$ cat config.mk
export PLATFORM = sky130hd
export DESIGN_NAME = fifo_rr_push_arb
export DESIGN_NICKNAME = d
export VERILOG_FILES = /design/src/rtl/fifo_rr_push_arb.sv
export SDC_FILE = /design/constraint.sdc
export NUM_CORES = 1
export LEC_CHECK = 0
export CAP_MARGIN = 0
export CORE_MARGIN = 1.5
export CORE_UTILIZATION = 34
export DETAILED_ROUTE_END_ITERATION = 10
export DONT_BUFFER_PORTS = 1
export PLACE_DENSITY = 0.53
export RECOVER_POWER = 25
export SYNTH_ARGS = -nofsm -noshare
export SYNTH_HDL_FRONTEND = slang
export SYNTH_SLANG_ARGS = --single-unit
export TNS_END_PERCENT = 100
$ cat constraint.sdc
create_clock -name clk_i -period 2.8 [get_ports clk_i]
set_input_delay 0.14 -clock clk_i [delete_from_list [all_inputs] [get_ports clk_i]]
set_output_delay 0.14 -clock clk_i [all_outputs]
set_load 0.01 [all_outputs]
$ cat src/rtl/fifo_rr_push_arb.sv
// Round-robin push arbiter in front of a FIFO: picks one requester per cycle,
// can lock onto a requester for a multi-beat burst, and sequences a FIFO flush.
module fifo_rr_push_arb #(
  parameter int unsigned NUM_REQ    = 4,
  parameter int unsigned DATA_WIDTH = 32,
  parameter type         dtype      = logic [DATA_WIDTH-1:0],
  localparam int unsigned IDX_W     = (NUM_REQ > 1) ? $clog2(NUM_REQ) : 1
) (
  input  logic               clk_i,
  input  logic               rst_ni,
  input  logic [NUM_REQ-1:0] req_valid_i,
  output logic [NUM_REQ-1:0] req_ready_o,
  input  dtype               req_data_i [NUM_REQ],
  input  logic [NUM_REQ-1:0] req_last_i,
  input  logic               fifo_full_i,
  output logic               fifo_push_o,
  output dtype               fifo_data_o,
  output logic               fifo_flush_o,
  input  logic               flush_req_i,
  output logic               flush_ack_o,
  output logic [IDX_W-1:0]   gnt_idx_o,
  output logic               locked_o,
  output logic [1:0]         dbg_state_o
);

  // Handshake: a beat moves when req_valid_i[i] && req_ready_o[i]; ready is
  // offered only to the winner (ARB) or the lock owner (LOCK), never while
  // the FIFO is full or a flush is requested, and may depend on valid/full.
  typedef enum logic [1:0] {ST_ARB, ST_LOCK, ST_FLUSH, ST_ACK} state_e;

  state_e           state_q, state_d;
  logic [IDX_W-1:0] rr_ptr_q, rr_ptr_d;
  logic [IDX_W-1:0] lock_idx_q, lock_idx_d;
  logic [IDX_W-1:0] gnt_idx_q, gnt_idx_d;

  logic             win_found;
  logic [IDX_W-1:0] win_idx;
  logic [IDX_W:0]   cand;
  logic [IDX_W-1:0] sel_idx;
  logic [IDX_W-1:0] sel_next;
  logic             grant_ok;
  logic             xfer;

  always_ff @(posedge clk_i or negedge rst_ni) begin
    if (!rst_ni) begin
      state_q    <= ST_ARB;
      rr_ptr_q   <= '0;
      lock_idx_q <= '0;
      gnt_idx_q  <= '0;
    end else begin
      state_q    <= state_d;
      rr_ptr_q   <= rr_ptr_d;
      lock_idx_q <= lock_idx_d;
      gnt_idx_q  <= gnt_idx_d;
    end
  end

  // Rotating priority scan starting at rr_ptr, wrapping modulo NUM_REQ.
  always_comb begin
    win_found = 1'b0;
    win_idx   = '0;
    cand      = '0;
    for (int k = 0; k < NUM_REQ; k++) begin
      cand = {1'b0, rr_ptr_q} + (IDX_W+1)'(k);
      if (cand >= (IDX_W+1)'(NUM_REQ)) cand = cand - (IDX_W+1)'(NUM_REQ);
      if (!win_found && req_valid_i[cand[IDX_W-1:0]]) begin
        win_found = 1'b1;
        win_idx   = cand[IDX_W-1:0];
      end
    end
  end

  always_comb begin
    sel_idx  = (state_q == ST_LOCK) ? lock_idx_q : win_idx;
    sel_next = (sel_idx == IDX_W'(NUM_REQ - 1)) ? '0 : sel_idx + 1'b1;
    // rst_ni gating keeps ready low throughout reset, not just after the edge.
    grant_ok = rst_ni && !fifo_full_i && !flush_req_i &&
               ((state_q == ST_ARB && win_found) || state_q == ST_LOCK);
    xfer     = grant_ok && req_valid_i[sel_idx];
    for (int i = 0; i < NUM_REQ; i++) begin
      req_ready_o[i] = grant_ok && (sel_idx == IDX_W'(i));
    end
  end

  always_comb begin
    state_d    = state_q;
    rr_ptr_d   = rr_ptr_q;
    lock_idx_d = lock_idx_q;
    gnt_idx_d  = gnt_idx_q;
    case (state_q)
      ST_ARB, ST_LOCK: begin
        if (flush_req_i) begin
          state_d = ST_FLUSH;
        end else if (xfer) begin
          gnt_idx_d = sel_idx;
          if (req_last_i[sel_idx]) begin
            rr_ptr_d = sel_next;
            state_d  = ST_ARB;
          end else begin
            lock_idx_d = sel_idx;
            state_d    = ST_LOCK;
          end
        end
      end
      ST_FLUSH: state_d = ST_ACK;
      ST_ACK: begin
        rr_ptr_d = '0;
        state_d  = ST_ARB;
      end
      default: state_d = ST_ARB;
    endcase
  end

  assign fifo_push_o  = xfer;
  assign fifo_data_o  = req_data_i[sel_idx];
  assign fifo_flush_o = (state_q == ST_FLUSH);
  assign flush_ack_o  = (state_q == ST_ACK);
  assign locked_o     = (state_q == ST_LOCK);
  assign gnt_idx_o    = gnt_idx_q;
  assign dbg_state_o  = state_q;

endmodule

Word-level counts from Yosys, hierarchy flattened
Index checks and enable logic that the tools add are counted.
{ "op_classes": {"n_addsub": 8, "order_cmp": 10, "n_eq_ne": 10, "muxes": 37, "bitwise_logic": 3, "n_reduce_logical": 25} }
{ "ops": {"columns": ["op", "count"], "rows": [
  ["$bmux 32 s2", 1],
  ["$mux 32", 2],
  ["$mux 2", 15],
  ["$lt 2x3->1 const B", 5],
  ["$bmux 1 s2", 6],
  ["$ge 3x3->1 const B", 4],
  ["$logic_and 1x1->1", 12],
  ["$mux 1", 11],
  ["$eq 2x2->1 const B", 4],
  ["$reduce_and 4->1", 2],
  ["$sub 2x1->2 const B", 4],
  ["$add 2x2->3 const B", 2],
  ["$ne 2x2->1 const B", 3],
  ["$pmux 2 s3", 1],
  ["$logic_not 1->1", 5],
  ["$eq 2x1->1 const B", 2],
  ["$logic_not 2->1", 2],
  ["$pmux 2 s2", 1],
  ["$add 2x1->3 const B", 1],
  ["$ge 2x3->1 const B", 1],
  ["$ne 3x3->1 const B", 1],
  ["$not 2->3", 1],
  ["$reduce_and 3->1", 1],
  ["$add 2x1->2 const B", 1],
  ["other kinds (4)", 5]
]} }
{ "totals": {"regBits": 8, "out_inout_bits": 44, "word_cells": 97} }

Depth between registers and ports, before layout
Gate-level depths: netlist of run 1.
{ "depth": {"depth_word": 21, "ltp_mapped": 11, "depth_no_buf": 8} }

Least setup slack after synthesis of run 1
No wires, ideal clock.
{ "synth_timing": {"path_kind": "register to register", "startpoint": "register state_q[1], in the netlist dbg_state_o[1]", "endpoint": "register rr_ptr_q[1]", "setup_time_ns": 0.133, "arrival_ns": 2.323, "required_time_ns": 2.667, "slack_ns": 0.344, "path_stages_with_launch": 11, "period_less_slack_ns": 2.456, "path_cell_list": "dfrtp_1 -> nand2b_1 -> buf_4 -> inv_2 -> a21oi_1 -> a21oi_1 -> clkbuf_1 -> clkbuf_1 -> ha_1 -> o211ai_1 -> o211ai_1"} }
{ "synth_via": {"elab_chain_cells": 8, "word_cells_on_any_way": 25} }
{ "synth_lines": {"columns": ["item", "line", "rtl"], "rows": [
  ["start, declared", "31", "state_e state_q, state_d;"],
  ["start signal, assigned", "51", "state_q <= state_d;"],
  ["$eq 2x1->1 *", null, null],
  ["net locked_o", "22", "output logic locked_o,"],
  ["$mux 2 *", "74", "sel_idx = (state_q == ST_LOCK) ? lock_idx_q : win_idx;"],
  ["net sel_idx[1]", "39", "logic [IDX_W-1:0] sel_idx;"],
  ["$add 2x1->2 or $eq 2x2->1 (tied branches)", "75", "sel_next = (sel_idx == IDX_W'(NUM_REQ - 1)) ? '0 : sel_idx + 1'b1;"],
  ["$mux 2", "75", null],
  ["$mux 2", "96", "if (req_last_i[sel_idx]) begin"],
  ["$mux 2", "94", "end else if (xfer) begin"],
  ["$mux 2", "92", "if (flush_req_i) begin"],
  ["$pmux 2 s2", "90", "case (state_q)"],
  ["end signal, assigned", "52", "rr_ptr_q <= rr_ptr_d;"],
  ["end, declared", "32", "logic [IDX_W-1:0] rr_ptr_q, rr_ptr_d;"]
]} }
Mark *: on every way through the listed nets, which the timed path passes. The rest lies on a longest branch. The select of a mux whose other input is x is not followed.
A chain may end at the register's enable or synchronous reset.

==> flow_metrics.py, run 1 <==
metrics = {
    "status": {
        "status": "complete, no violations",
    },
    "timing": {
        "min_period_over_period_pct": 93.3,
        "finalHoldViolations": 0,
        "max_slew.worst_pin.slew_ns": 0.451,
        "rsz0062_at_grt": "no",
        "slew_violations": 0,
        "setup_viol_count_final": 0,
        "slew_headroom_pct": 69.1,
        "timing.fmax_ghz": 0.383,
        "setup_tns_ns": 0,
        "fin_worst_skew_ns": 0.00345,
        "period_needed_ns": 2.61,
        "whs_ns": 0.0695,
    },
    "clock_network": {
        "clock_path_buffers": 2,
        "cts_sinks": 8,
        "clk_pin_slew_worst_paths_ns": 0.04,
        "h-tree-depth": 1,
        "cts_tree": "yes",
        "cts-root-buf": "clkbuf_8",
        "cts-buffers-inserted": 3,
        "clk_latency_ns": 0.23,
    },
    "place": {
        "io_buffers": 0,
        "hpwl_um": 5070,
        "place_area_um2": 2070,
        "gp_congestion": 0.941,
    },
    "pwr": {
        "vdd_drop_max_mv": 0.451,
        "power.density_nw_per_um2": 1190,
        "cellLeakagePower_nw": 1.09,
        "power.total_mw": 2.54,
    },
    "worst_setup_path": {
        "timing.rr.start": "dbg_state_o[1]$_DFFE_PN0P_",
        "cp.arrival_ns": 2.47,
        "cp_num_buf_inv": 3,
        "slowest_delay_ns": 0.47,
        "critPathSlowestCell": "mux2i_1",
        "worstPathRequired_ns": 2.66,
        "cpMostUsedCell": "buf_4",
        "crit_path_start_kind": "flop",
        "crit_family": "buffers and inverters",
        "reg2reg_slack_ns": 0.27,
        "end_kind": "output port",
        "path_class": "reg -> out",
        "reg2reg_depth": 8,
        "r2r-end": "lock_idx_q[1]$_DFFE_PN0P_",
        "path_cells": "nand2b_1, mux2i_1, a21oi_4, inv_4, buf_4, nand2_1, and3_1, a31oi_1, buf_4",
        "path_max_fanout": 27,
    },
    "die": {
        "coreArea_um2": 4820,
        "dieArea_um2": 5550,
        "fp.dieH_um": 74.5,
        "initial_utilization_pct": 36.1,
        "rows": 25,
        "die_w_um": 74.5,
        "pin_count": 184,
    },
    "routing": {
        "vias_per_cell": 5.81,
        "drc": 0,
        "dr.pass1.iters": 6,
        "routed_wl_um": 6410,
        "vias": 2288,
        "ant_nets": 0,
        "wl_per_cell_um": 16.3,
        "drt_iter0_drc": 105,
    },
    "layout": {
        "fill_cells": 523,
        "final_common_cell": "nand2_1",
        "final_cell_mix": "nand2_1, buf_4, and3_1, a31oi_1, dfrtp_1",
        "antenna_cells": 0,
        "drive_gt1_share_pct": 18.0,
        "synthToLayoutAreaGrowth_pct": 23.2,
        "fin_nets": 473,
        "fin_area_um2": 2140,
    },
    "synthesis": {
        "yosysWarnings": 0,
        "ys_seq_elements": 8,
        "avgSynthCellArea_um2": 5.77,
        "synth_cells": 301,
        "synth_flop_cell": "dfrtp_1",
        "synthesis.area_um2": 1740,
        "synth_edf_count": 0,
        "synth.net_count": 445,
        "async_flop_share_pct": 100,
        "ys_seq_area_share_pct": 11.5,
        "ys_types": 43,
    },
    "global_routing": {
        "grt_overflow": 0,
        "grt_pass1_wl_um": 8430,
        "grt_max_degree": 40,
        "grt_pass1_vias": 1827,
        "grt_antenna_before_repair": 0,
        "grt_usage_pct": 19.2,
    },
    "job": {
        "drv_cap": 0,
    },
    "hold_path": {
        "hold_depth": 2,
        "hp-start": "flush_req_i",
        "hold_path_class": "in -> reg",
        "hold_end": "dbg_state_o[1]$_DFFE_PN0P_",
    },
}
power breakdown:
part           leakage [nW]  total [mW]  switching [mW]  internal, mW
registers             0.104       0.212          0.0464         0.166
clock network        0.0216       0.138          0.0454        0.0931
logic                 0.967        2.19            1.23         0.964
cells in the mapped netlist (all sizes together), types with 2 or more instances:
master  instances  area share [%]
ha              4             2.9
a211oi          2            0.86
and3           32              12
o21ai           5             1.4
nand2         135              29
and2            6             2.2
a31oi          32              12
o211ai          2            0.86
nor2            5             1.1
clkbuf         14             3.0
nand3           3            0.86
a21o            3             1.3
mux2i           2             1.2
a21oi           6             2.4
nand2b          5             1.8
mux2            3             1.9
dfrtp           8              12
buf            10             3.2
inv             6             1.3
final cells by class:
| cell class | instances | area (um2) | area share [%] |
|---|---|---|---|
| clock buffer | 3 | 41.3 | 1.93 |
| sequential | 8 | 200 | 9.35 |
| timing repair buffer | 47 | 364 | 17.0 |
| inverter | 6 | 28.8 | 1.34 |
| multi-input combinational | 263 | 1420 | 66.5 |
| tap | 67 | 83.8 | 3.92 |
how the worst max path moves through the flow:
stage	slack, ns	endpoint	startpoint	cells after the start
2_1_floorplan	0.34	rr_ptr_q[1]$_DFFE_PN0P_	dbg_state_o[1]$_DFFE_PN0P_	10
3_3_place_gp	0.29	fifo_data_o[11]	dbg_state_o[0]$_DFFE_PN0P_	10
4_1_cts	0.1	fifo_data_o[12]	dbg_state_o[1]$_DFFE_PN0P_	10
5_1_grt	0.0005	fifo_data_o[12]	dbg_state_o[0]$_DFFE_PN0P_	9
6_report	0.19	fifo_data_o[11]	dbg_state_o[1]$_DFFE_PN0P_	9
3_5_place_dp	0.19	fifo_data_o[12]	dbg_state_o[1]$_DFFE_PN0P_	10
logic make-up after synthesis:
| family | share of synthesized area (%) |
|---|---|
| AOI/OAI and AO/OA | 24.9 |
| adders and majority gates | 2.88 |
| muxes | 3.10 |
| DFF | 11.5 |
| and+or+nand+nor | 50.1 |
| buffers and inverters | 7.49 |
flip-flops by register name (all words and copies together) (netlist names):
name / cells
lock_idx_q: 2
rr_ptr_q: 2
gnt_idx_o: 2
dbg_state_o: 2
per-layer routing:
metal / share of wire [%] / track usage (%) / vias to the layer above
li1: - / - / 1099
met1: 42 / 26.2 / 1040
met2: 48 / 31.9 / 141
met3: 8.8 / 2.71 / 8
met4: 0.83 / 4.85 / 0
met5: 0 / 0 / -
what timing repair did:
item,in CTS,in global routing
pin swaps,0,0
endpoints found under the setup margin,9,12
setup buffers,0,2
cloned,0,0
hold buffers,1,0
resized for setup,1,2
hold endpoints to repair,8,0
metrics by stage:
step	worst slack, ns	std cells	utilization (%)
finish	0.189	394	44.4
global route	0.000487	394	44.4
CTS	0.0987	392	44.1
detailed placement	0.193	388	42.9
global placement	0.288	388	42.9
floorplan	0.344	301	-
No activity file was read; power rests on OpenSTA's default activity.
==> run 2: changes to the inputs <==
==> constraint.sdc (replaced) <==
create_clock -name clk_i -period 2.8 [get_ports clk_i]
set_input_delay 0.14 -clock clk_i [delete_from_list [all_inputs] [get_ports clk_i]]
set_output_delay 0.14 -clock clk_i [all_outputs]
set_load 0.1 [all_outputs]
==> flow_metrics.py, run 2 (synthesis results as in run 1) <==
metrics = {
    "place": {
        "hpwl_um": 5550,
        "io_buffers": 0,
        "place_inst": 395,
        "gp_congestion": 0.844,
    },
    "timing": {
        "rsz0062_at_grt": "no",
        "setup_tns_ns": 0,
        "timing.fmax_ghz": 0.382,
        "max_slew.worst_pin.slew_ns": 1.39,
        "fin_worst_skew_ns": 0.00430,
        "setup_viol_count_final": 0,
        "slew_headroom_pct": 7.37,
        "period_needed_ns": 2.62,
        "finalHoldViolations": 0,
        "slew_violations": 0,
        "min_period_over_period_pct": 93.4,
    },
    "clock_network": {
        "clk_pin_slew_worst_paths_ns": 0.04,
        "h-tree-depth": 1,
        "clock_path_buffers": 2,
        "cts_tree": "yes",
        "clk_latency_ns": 0.23,
        "post_cts_buffers": 0,
        "cts_sinks": 8,
        "cts-buffers-inserted": 3,
        "cts-root-buf": "clkbuf_8",
    },
    "global_routing": {
        "grt_usage_pct": 22.8,
        "grt_pass1_vias": 2100,
        "grt_max_degree": 36,
        "grt_overflow": 0,
        "grt_pass1_wl_um": 10200,
        "grt_antenna_before_repair": 0,
    },
    "routing": {
        "dr.pass1.iters": 4,
        "routed_wl_um": 6800,
        "ant_nets": 0,
        "drt_iter0_drc": 77,
        "wl_per_cell_um": 17.0,
        "drc": 0,
        "vias_per_cell": 5.72,
        "vias": 2287,
    },
    "layout": {
        "antenna_cells": 0,
        "fin_nets": 478,
        "drive_gt1_share_pct": 31.2,
        "final_cell_mix": "nand2_1, buf_12, and3_1, a31oi_4, buf_4",
        "final_common_cell": "nand2_1",
        "synthToLayoutAreaGrowth_pct": 80.8,
        "final-instance-count-excl-fill": 400,
    },
    "die": {
        "pin_count": 184,
        "rows": 25,
        "die_w_um": 74.5,
        "fp.dieH_um": 74.5,
        "coreArea_um2": 4820,
        "initial_utilization_pct": 36.1,
        "dieArea_um2": 5550,
    },
    "worst_setup_path": {
        "end_kind": "output port",
        "cp.arrival_ns": 2.48,
        "path_max_fanout": 7,
        "path_class": "reg -> out",
        "worstPathRequired_ns": 2.66,
        "crit_path_start_kind": "flop",
    },
    "job": {
        "drv_cap": 0,
    },
    "status": {
        "status": "complete, no violations",
    },
    "hold_path": {
        "hold_path_class": "in -> reg",
    },
}
-- run 2: worst paths after layout --
check	start	end	slack, ns	depth (start not counted)
worst min register to register	lock_idx_q[0]$_DFFE_PN0P_	lock_idx_q[0]$_DFFE_PN0P_	0.50	1
min in group asynchronous	rst_ni	dbg_state_o[1]$_DFFE_PN0P_	0.26	1
worst max register to register	dbg_state_o[1]$_DFFE_PN0P_	rr_ptr_q[0]$_DFFE_PN0P_	0.19	5
worst max-delay path	dbg_state_o[1]$_DFFE_PN0P_	fifo_flush_o	0.18	3
worst min-delay path	flush_req_i	dbg_state_o[1]$_DFFE_PN0P_	0.07	2
max in group asynchronous	rst_ni	dbg_state_o[1]$_DFFE_PN0P_	2.24	1
-- run 2: area by class of cell --
cell class	count	area [um2]
flip-flops and latches	8	205
multi-input cells	263	1930
clock buffers	4	45.0
inverters	6	33.8
repair buffers	52	846
fillers	437	1680
well taps	67	83.8
-- run 2: worst max-delay path: stages (launching register included) --
cell and delay (ns):
dfrtp_4 0.40, clkbuf_1 1.02, nor2b_2 0.31, clkbuf_2 0.51
-- run 2: per-stage QoR --
step | area, um2 | hold slack (ns) | util, % | setup WS [ns]
finish | 3140 | 0.0719 | 65.2 | 0.184
global route | 3140 | 0.0978 | 65.2 | 0.0448
CTS | 3150 | 0.0727 | 65.4 | 0.0962
detailed placement | 3100 | -0.155 | 64.3 | 0.332
global placement | 3100 | -0.155 | 64.3 | 0.416
floorplan | 2340 | -0.156 | - | -0.0952
-- run 2: timing repair --
action,CTS,global route
gates resized for setup,0,2
endpoints found under the setup margin,0,2
hold endpoints to repair,8,0
hold buffers,1,0
-- run 2: layer usage --
layer	vias to the layer above	global-route usage, %	part of all wire (%)
met5	-	0	0
met4	0	3.84	0.87
met3	8	3.93	8.4
met2	102	43.9	54
met1	1070	26.5	37
li1	1107	-	-
Power of run 2 is not shown: default switching activity piles up to over one toggle a cycle in this logic, so the estimate is an artifact.
